<file path="src/rtl/bcd_pkg.sv">
// Shared BCD types, constants and helpers for the digit-serial arithmetic units.
// Latency: n/a (types and pure functions only).
// Backpressure: n/a.
package bcd_pkg;

    typedef logic [3:0] bcd_digit_t;

    localparam bcd_digit_t BCD_MAX = 4'd9;

    typedef enum logic [1:0] {
        S_IDLE,
        S_RUN,
        S_DONE
    } fsm_e;

    // True when the nibble is a legal decimal digit (0..9).
    function automatic logic is_bcd(input bcd_digit_t digit);
        return (digit <= BCD_MAX);
    endfunction

endpackage

</file>
<file path="src/rtl/bcd_digit_addsub.sv">
// One-digit decimal add/subtract cell with carry/borrow in and out.
// Latency: purely combinational, zero cycles.
// Backpressure: none; the caller sequences digits.
module bcd_digit_addsub
    import bcd_pkg::*;
(
    input  bcd_digit_t x,
    input  bcd_digit_t y,
    input  logic       c_in,
    input  logic       sub,
    output bcd_digit_t s,
    output logic       c_out
);

    // Five bits cover 15+15+1 on the add side and 0-15-1 (bit 4 as sign) on the subtract side,
    // so non-BCD inputs still produce a defined, if meaningless, value.
    logic [4:0] t_add;
    logic [4:0] t_sub;

    // Decimal correction: wrap sums above 9 and negative differences back into 0..9.
    always_comb begin
        t_add = 5'(x) + 5'(y) + 5'(c_in);
        t_sub = 5'(x) - 5'(y) - 5'(c_in);
        s     = '0;
        c_out = 1'b0;
        if (!sub) begin
            if (t_add > 5'd9) begin
                s     = 4'(t_add - 5'd10);
                c_out = 1'b1;
            end else begin
                s     = t_add[3:0];
            end
        end else begin
            if (t_sub[4]) begin
                s     = 4'(t_sub + 5'd10);
                c_out = 1'b1;
            end else begin
                s     = t_sub[3:0];
            end
        end
    end

endmodule

</file>
<file path="src/rtl/bcd_addsub_seq.sv">
// Digit-serial BCD adder/subtractor, LSD first, one digit per clock through a shared cell.
// Latency: result valid DIGITS+1 cycles after the accept cycle; accepts spaced >= DIGITS+2 cycles.
// Backpressure: result held in DONE until out_ready; in_ready low whenever an operation is in flight.
module bcd_addsub_seq
    import bcd_pkg::*;
#(
    parameter int DIGITS = 2
) (
    input  logic                  clk,
    input  logic                  rst,
    input  logic                  in_valid,
    output logic                  in_ready,
    input  logic [4*DIGITS-1:0]   a,
    input  logic [4*DIGITS-1:0]   b,
    input  logic                  sub,
    output logic                  out_valid,
    input  logic                  out_ready,
    output logic [4*DIGITS-1:0]   result,
    output logic                  cout,
    output logic                  err
);

    localparam int W  = 4 * DIGITS;
    localparam int CW = (DIGITS > 1) ? $clog2(DIGITS) : 1;

    fsm_e          state;
    fsm_e          state_nxt;

    logic [W-1:0]  a_sr;
    logic [W-1:0]  b_sr;
    logic [W-1:0]  res_sr;
    logic [W-1:0]  res_nxt;
    logic          sub_q;
    logic          carry_q;
    logic [CW-1:0] cnt;
    logic          last_digit;
    logic          in_bad;

    logic [W-1:0]  result_q;
    logic          cout_q;
    logic          err_q;

    bcd_digit_t    cell_s;
    logic          cell_c;

    // The operand shift registers always present the current digit in their low nibble.
    bcd_digit_addsub u_cell (
        .x     (a_sr[3:0]),
        .y     (b_sr[3:0]),
        .c_in  (carry_q),
        .sub   (sub_q),
        .s     (cell_s),
        .c_out (cell_c)
    );

    assign last_digit = (cnt == CW'(DIGITS - 1));

    // New digit enters at the top so after DIGITS shifts the LSD sits at bit 0.
    assign res_nxt = (res_sr >> 4) | (W'(cell_s) << (W - 4));

    // Flag any nibble of either operand outside 0..9 at capture time.
    always_comb begin
        in_bad = 1'b0;
        for (int i = 0; i < DIGITS; i++) begin
            if (!is_bcd(a[4*i +: 4]) || !is_bcd(b[4*i +: 4])) begin
                in_bad = 1'b1;
            end
        end
    end

    // State register.
    always_ff @(posedge clk) begin
        if (rst) begin
            state <= S_IDLE;
        end else begin
            state <= state_nxt;
        end
    end

    // Next-state and handshake outputs.
    always_comb begin
        state_nxt = state;
        in_ready  = 1'b0;
        out_valid = 1'b0;
        case (state)
            S_IDLE: begin
                in_ready = 1'b1;
                if (in_valid) begin
                    state_nxt = S_RUN;
                end
            end
            S_RUN: begin
                if (last_digit) begin
                    state_nxt = S_DONE;
                end
            end
            S_DONE: begin
                out_valid = 1'b1;
                if (out_ready) begin
                    state_nxt = S_IDLE;
                end
            end
            default: begin
                state_nxt = S_IDLE;
            end
        endcase
    end

    // Operand capture, per-digit shifting and final result latch.
    always_ff @(posedge clk) begin
        if (rst) begin
            a_sr     <= '0;
            b_sr     <= '0;
            res_sr   <= '0;
            sub_q    <= 1'b0;
            carry_q  <= 1'b0;
            cnt      <= '0;
            result_q <= '0;
            cout_q   <= 1'b0;
            err_q    <= 1'b0;
        end else begin
            case (state)
                S_IDLE: begin
                    if (in_valid) begin
                        a_sr    <= a;
                        b_sr    <= b;
                        sub_q   <= sub;
                        carry_q <= 1'b0;
                        err_q   <= in_bad;
                        cnt     <= '0;
                        res_sr  <= '0;
                    end
                end
                S_RUN: begin
                    a_sr    <= a_sr >> 4;
                    b_sr    <= b_sr >> 4;
                    res_sr  <= res_nxt;
                    carry_q <= cell_c;
                    cnt     <= cnt + CW'(1);
                    // Bad operands still take the full digit count; only the outputs are squashed.
                    if (last_digit) begin
                        result_q <= err_q ? '0 : res_nxt;
                        cout_q   <= err_q ? 1'b0 : cell_c;
                    end
                end
                default: begin
                end
            endcase
        end
    end

    assign result = result_q;
    assign cout   = cout_q;
    assign err    = err_q;

endmodule
</file>
<file path="config.mk">
export PLATFORM = sky130hd
export DESIGN_NAME = bcd_addsub_seq
export DESIGN_NICKNAME = d
export VERILOG_FILES = /design/src/rtl/bcd_pkg.sv /design/src/rtl/bcd_digit_addsub.sv /design/src/rtl/bcd_addsub_seq.sv
export SDC_FILE = /design/constraint.sdc
export NUM_CORES = 1
export LEC_CHECK = 0
export CAP_MARGIN = 20
export CORE_ASPECT_RATIO = 1.5
export CORE_MARGIN = 2
export CORE_UTILIZATION = 40
export CTS_BUF_LIST = sky130_fd_sc_hd__clkbuf_4 sky130_fd_sc_hd__clkbuf_8
export CTS_CLUSTER_DIAMETER = 50
export DETAILED_ROUTE_END_ITERATION = 8
export GPL_TIMING_DRIVEN = 0
export PLACE_DENSITY = 0.71
export SLEW_MARGIN = 10
export SYNTH_ARGS = -nofsm -noshare
export SYNTH_HDL_FRONTEND = slang
export SYNTH_SLANG_ARGS = --single-unit
</file>
<file path="constraint.sdc">
create_clock -name clk -period 2.5 [get_ports clk]
set_input_delay 0.75 -clock clk [delete_from_list [all_inputs] [get_ports clk]]
set_output_delay 0.75 -clock clk [all_outputs]
set_load 0.02 [all_outputs]
</file>
==> results of run 1 <==
[flip-flops by register name (all words and copies together), names as in the netlist]
signal	count
b_sr	8
cout	1
cnt	1
state	2
res_sr	4
carry_q	1
err	1
sub_q	1
a_sr	8
result	8
[worst min path at each step]
stage | slack [ps] | start | to
2_1_floorplan | 420 | res_sr[6] | res_sr[6]
3_3_place_gp | 440 | result[7] | result[7]
3_5_place_dp | 450 | result[6] | result[6]
4_1_cts | 460 | result[6] | result[6]
5_1_grt | 490 | res_sr[6] | res_sr[6]
6_report | 460 | result[6] | result[6]
[power groups by stage]
stage | clock network (mW) | logic (mW) | registers [mW]
3_5_place_dp | 0 | 0.550 | 0.645
5_1_grt | 0.440 | 0.691 | 0.640
2_1_floorplan | 0 | 0.399 | 0.643
4_1_cts | 0.416 | 0.599 | 0.634
6_report | 0.406 | 0.625 | 0.634
3_3_place_gp | 0 | 0.538 | 0.644
[cell families after synthesis]
family	share of synthesized area [%]
DFF	34.7
buffers and inverters	5.64
adders and majority gates	10.8
and+or+nand+nor	20.2
muxes	1.98
AOI/OAI and AO/OA	23.9
xor gates and xnor gates	2.79
[per-layer routing]
metal  track usage, %  up-vias
li1                 -      930
met1             21.0      847
met2             30.6       36
met3             3.56       16
met4             8.69        0
met5                0        -
[worst max-delay path: cells and delay by family (launching register included)]
kind / cells / cell delay [ps]
compound gates: 3 / 730
xor+xnor: 1 / 200
fa+ha+maj: 3 / 1040
flops: 1 / 340
simple gates: 1 / 60
[per-stage QoR]
stage,cell area (um^2),hold slack (ps),TNS [ps]
2_1_floorplan,2020,417,0
3_3_place_gp,2420,437,-868
3_5_place_dp,2420,449,-829
4_1_cts,2580,465,-9.67
5_1_grt,2610,494,-88.6
6_report,2610,462,0
[cell usage in the layout (no fill, tap or decap), types with 2 or more instances in the layout]
cell / Yosys / layout
a32oi_1: 2 / 2
o21ai_0: 8 / 7
o31ai_1: 6 / 6
a21oi_1: 11 / 10
inv_1: 16 / 16
nor2b_1: 4 / 4
a22o_1: 2 / 2
a22oi_1: 10 / 10
mux2i_1: 4 / 4
clkbuf_1: 9 / 9
fa_2: 0 / 4
a211oi_1: 2 / 2
nand3_1: 3 / 3
ha_1: 11 / 10
clkdlybuf4s50_1: 0 / 32
buf_4: 0 / 5
dfxtp_2: 0 / 3
and3b_1: 2 / 2
nor2_1: 34 / 34
nand2_1: 23 / 22
or3_1: 2 / 2
and2_1: 4 / 4
nor3b_1: 4 / 4
clkbuf_8: 0 / 5
dfxtp_1: 35 / 32
a311oi_1: 9 / 8
nor3_1: 2 / 2
clkbuf_4: 0 / 2
nand2b_1: 4 / 4
[repair_timing]
| item | 4_1_cts | 5_1_grt |
|---|---|---|
| hold buffers | 0 | 0 |
| hold endpoints to repair | 0 | 0 |
| buffers inserted | 4 | 1 |
| gates resized for setup | 9 | 8 |
| pin swaps | 10 | 5 |
| setup endpoints to repair | 6 | 8 |
[final cells by class]
cell class	instances	area [um^2]	share of cell area (%)
multi-input combinational	173	1260	48.4
sequential	35	704	27.0
timing repair buffer	37	358	13.7
clock buffer	7	83.8	3.21
tap	66	82.6	3.16
inverter	16	60.1	2.30
buffer	12	53.8	2.06
clock inverter	1	5.00	0.192
==> metrics.txt, run 1 <==
Combinational Power Share 37.5%; final core utilization 53.8%; Metal-1 WL 1.94 mm; WS Path Type reg -> reg; wire length on met2 2.38 mm; clock power share 24.4%; Non-Filler Instances 347; min cycle time layout 2490 ps; Setup crit end kind register; ys async rst share 0%; drt drc 0; DIE AREA 0.00564 mm^2; first drt pass iteration count 5; vias 1829; Hold Fails Final Rpt 0; layout cells sized above 1 12.5%; CTS root buf clkbuf_8; n_diodes 0; clock sinks 35; Worst Setup EP result[6]; Final Setup Violations 0; Worst Skew 4.14 ps; pre-CTS setup slack -185 ps; max_cap viols 0; cell mode on critical path fa_2; Cells after Synth 236; CTS tree done; number of synthesized flops with an enable pin 0; Critical-path top delay cell fa_2; internal reg-to-reg setup slack 10 ps; pwr/cell area 638 mW/mm^2; worst hold stages 2; Power Total 1.67 mW; f_max 402 MHz; crit path from b_sr[0]; Core Area 0.00485 mm^2; worst reg2reg path endpoint result[6]; Clock Path Buffers 2; RD Place Congestion 0.830; Vias/cell 5.27; DP Wirelength 3.62 mm; YS warnings 0; starting density of the core 41.6%; Post-Place Cells 334; Mapped Avg Cell Area 8.55 um^2; RSZ-0062 raised after global routing true; Internal Power 1.11 mW; crit path cell chain fa_2, fa_2, xor2_2, ha_2, nand2_2, a41o_1, a221oi_2, o31ai_1; sequential power share 38.1%; initial antenna violation count 0; VDD IR max 0.478 mV; Reg clk slew, reported paths 70 ps; Synth cell types 48; Synth Cell Area 0.00202 mm^2; DR iter-0 viols 73; share of the synthesized area in the top cell type 34.7%; CTS H-Tree Depth 2; Seq cells post-synth 35; vias in the first global route 1775; WL final 4.62 mm; relative slew slack 64.6%; die width 62.0 um; FP Rows 31; Leakage 1.01 nW; Synth area leader dfxtp_1; fin crit share 99.5%; Seq/Total Area, Yosys 34.7%; fillcell total 462; Switching Share 33.4%; largest net degree at the start of global routing 11; IO Pins 33; Top Metal Used met4; Die H 91.0 um; antenna viol nets, final 0; fin. max-slew vios 0; crit-path max FO 3; Synth top cells by count dfxtp_1 (35), nor2_1 (34), nand2_1 (23); Num CTS Buffers 5; Final WS setup 12.3 ps; GR Overflow Total 0; critical path data arrival time 2650 ps; syn nets 272; delay of the slowest cell on the worst path 410 ps; clk_lat worst skew 280 ps; first-pass GRT wire length 7.85 mm; worst r2r src b_sr[0]; Sw Pwr 0.556 mW; IO Port Bufs 32; synth top area cells dfxtp_1 (35%), ha_1 (6.8%), nor2_1 (6.3%); gr usage total 18.3%; status completed; Nets 316; WL/cell 13.3 um; reg2reg path depth 8; Tightest Pin Transition 531 ps; min-delay worst type reg -> reg; P&R area growth vs syn 29.3%; most common cell in the netlist dfxtp_1; WL met3 130 um; Worst setup SP type register; critical path data required time 2670 ps; Post-synth top flop dfxtp_1
Note: power is estimated with default switching activity, not from simulation.
==> run 2: changes to the inputs <==
- CELL_PAD_IN_SITES_DETAIL_PLACEMENT: unset -> 0
- CELL_PAD_IN_SITES_GLOBAL_PLACEMENT: unset -> 1
- CORE_UTILIZATION: 40 -> 37
- PLACE_DENSITY: 0.71 -> 0.84
==> metrics.txt, run 2 (synthesized netlist as in run 1, its figures left out) <==
max_cap viols 0; Worst Skew 4.85 ps; Tightest Pin Transition 533 ps; cell mode on critical path fa_2; GR Overflow Total 0; Clock Path Buffers 2; gr usage total 17.8%; pre-CTS setup slack -210 ps; CTS root buf clkbuf_8; VDD IR max 0.378 mV; RD Place Congestion 0.797; largest net degree at the start of global routing 12; critical path data arrival time 2660 ps; vias in the first global route 1944; DR iter-0 viols 59; CTS H-Tree Depth 2; Reg clk slew, reported paths 70 ps; most common cell after layout, fill and taps aside nor2_1; Setup crit end kind register; relative slew slack 64.5%; WL final 4.80 mm; Final WS setup 7.06 ps; crit path cell chain fa_2, fa_2, xor2_2, ha_2, nand2_2, a41o_1, a221oi_2, o31ai_1; critical path data required time 2670 ps; f_max 401 MHz; drt drc 0; DIE AREA 0.00607 mm^2; Num CTS Buffers 5; die width 64.3 um; Power Total 1.80 mW; IO Port Bufs 32; first-pass GRT wire length 8.57 mm; DP Wirelength 3.76 mm; pwr/cell area 677 mW/mm^2; Vias/cell 5.24; delay of the slowest cell on the worst path 410 ps; min-delay worst type reg -> reg; initial antenna violation count 0; RSZ-0062 raised after global routing true; Core Area 0.00520 mm^2; starting density of the core 38.8%; commonest cells after routing, fill and taps aside nor2_1 (34), dfxtp_1 (33), clkdlybuf4s50_1 (32); n_diodes 0; WL/cell 13.8 um; Worst setup SP type register; CTS tree done; WS Path Type reg -> reg; Post-CTS Hold Buffers 0; status completed; FP Rows 32; fin. max-slew vios 0; Nets 315; Final Setup Violations 0; layout cells sized above 1 12.9%; first drt pass iteration count 4; crit-path max FO 3; IO Pins 33; antenna viol nets, final 0; clk_lat worst skew 290 ps; fin crit share 99.7%; Die H 94.5 um; vias 1824; clock sinks 35; Hold Fails Final Rpt 0; min cycle time layout 2490 ps; P&R area growth vs syn 31.7%; Leakage 1.03 nW; Critical-path top delay cell fa_2
==> run 2: final timing paths <==
kind                                 from        end  slack (ps)  cells after the start
worst max-delay path              carry_q  result[6]           7                      8
worst min-delay path            result[7]  result[7]         480                      2
worst max register to register    carry_q  result[6]           7                      8
worst min register to register  result[7]  result[7]         480                      2
==> run 2: critical path, delay by kind of cell (launching register included) <==
| family | cells | cell delay (ps) |
|---|---|---|
| XOR/XNOR | 1 | 200 |
| AO/OA/AOI/OAI | 3 | 730 |
| AND/OR/NAND/NOR | 1 | 70 |
| flip-flops | 1 | 340 |
| adder cells (fa/ha/maj) | 3 | 1030 |
==> run 2: timing repair <==
| item | in CTS | in global routing |
|---|---|---|
| setup endpoints to repair | 6 | 7 |
| gates resized for setup | 11 | 10 |
| pin swaps | 9 | 5 |
| setup buffers | 3 | 1 |
| endpoints found under the hold margin | 0 | 0 |
==> run 2: per-layer routing <==
layer / vias to the layer above / wire length [um] / global-route usage, %
met4: 0 / 129 / 8.51
met1: 856 / 2030 / 19.2
met5: - / 0 / 0
met3: 12 / 122 / 2.62
li1: 920 / - / -
met2: 36 / 2520 / 33.3
==> run 2: stage by stage <==
step	hold WS [ps]	util (%)	instances	setup TNS (ps)	cell area (um^2)
6_report	476	51.1	348	0	2660
3_5_place_dp	456	46.6	336	-950	2420
4_1_cts	472	50.0	347	-39.7	2610
5_1_grt	505	51.1	348	-210	2660
3_3_place_gp	442	46.6	336	-913	2420
2_1_floorplan	417	-	236	0	2020
==> run 2: cell type report <==
| type | count | area (um^2) |
|---|---|---|
| Timing Repair Buffer | 36 | 350 |
| Inverter | 16 | 60.1 |
| Tap cell | 68 | 85.1 |
| Buffer | 12 | 53.8 |
| Multi-Input combinational cell | 173 | 1290 |
| Clock inverter | 2 | 35.0 |
| Sequential cell | 35 | 703 |
| Fill cell | 544 | 2550 |
| Clock buffer | 6 | 82.6 |
==> run 2: where the power goes <==
part           switching [mW]  internal (mW)
clock                   0.202          0.322
sequential             0.0364          0.599
combinational           0.341          0.298
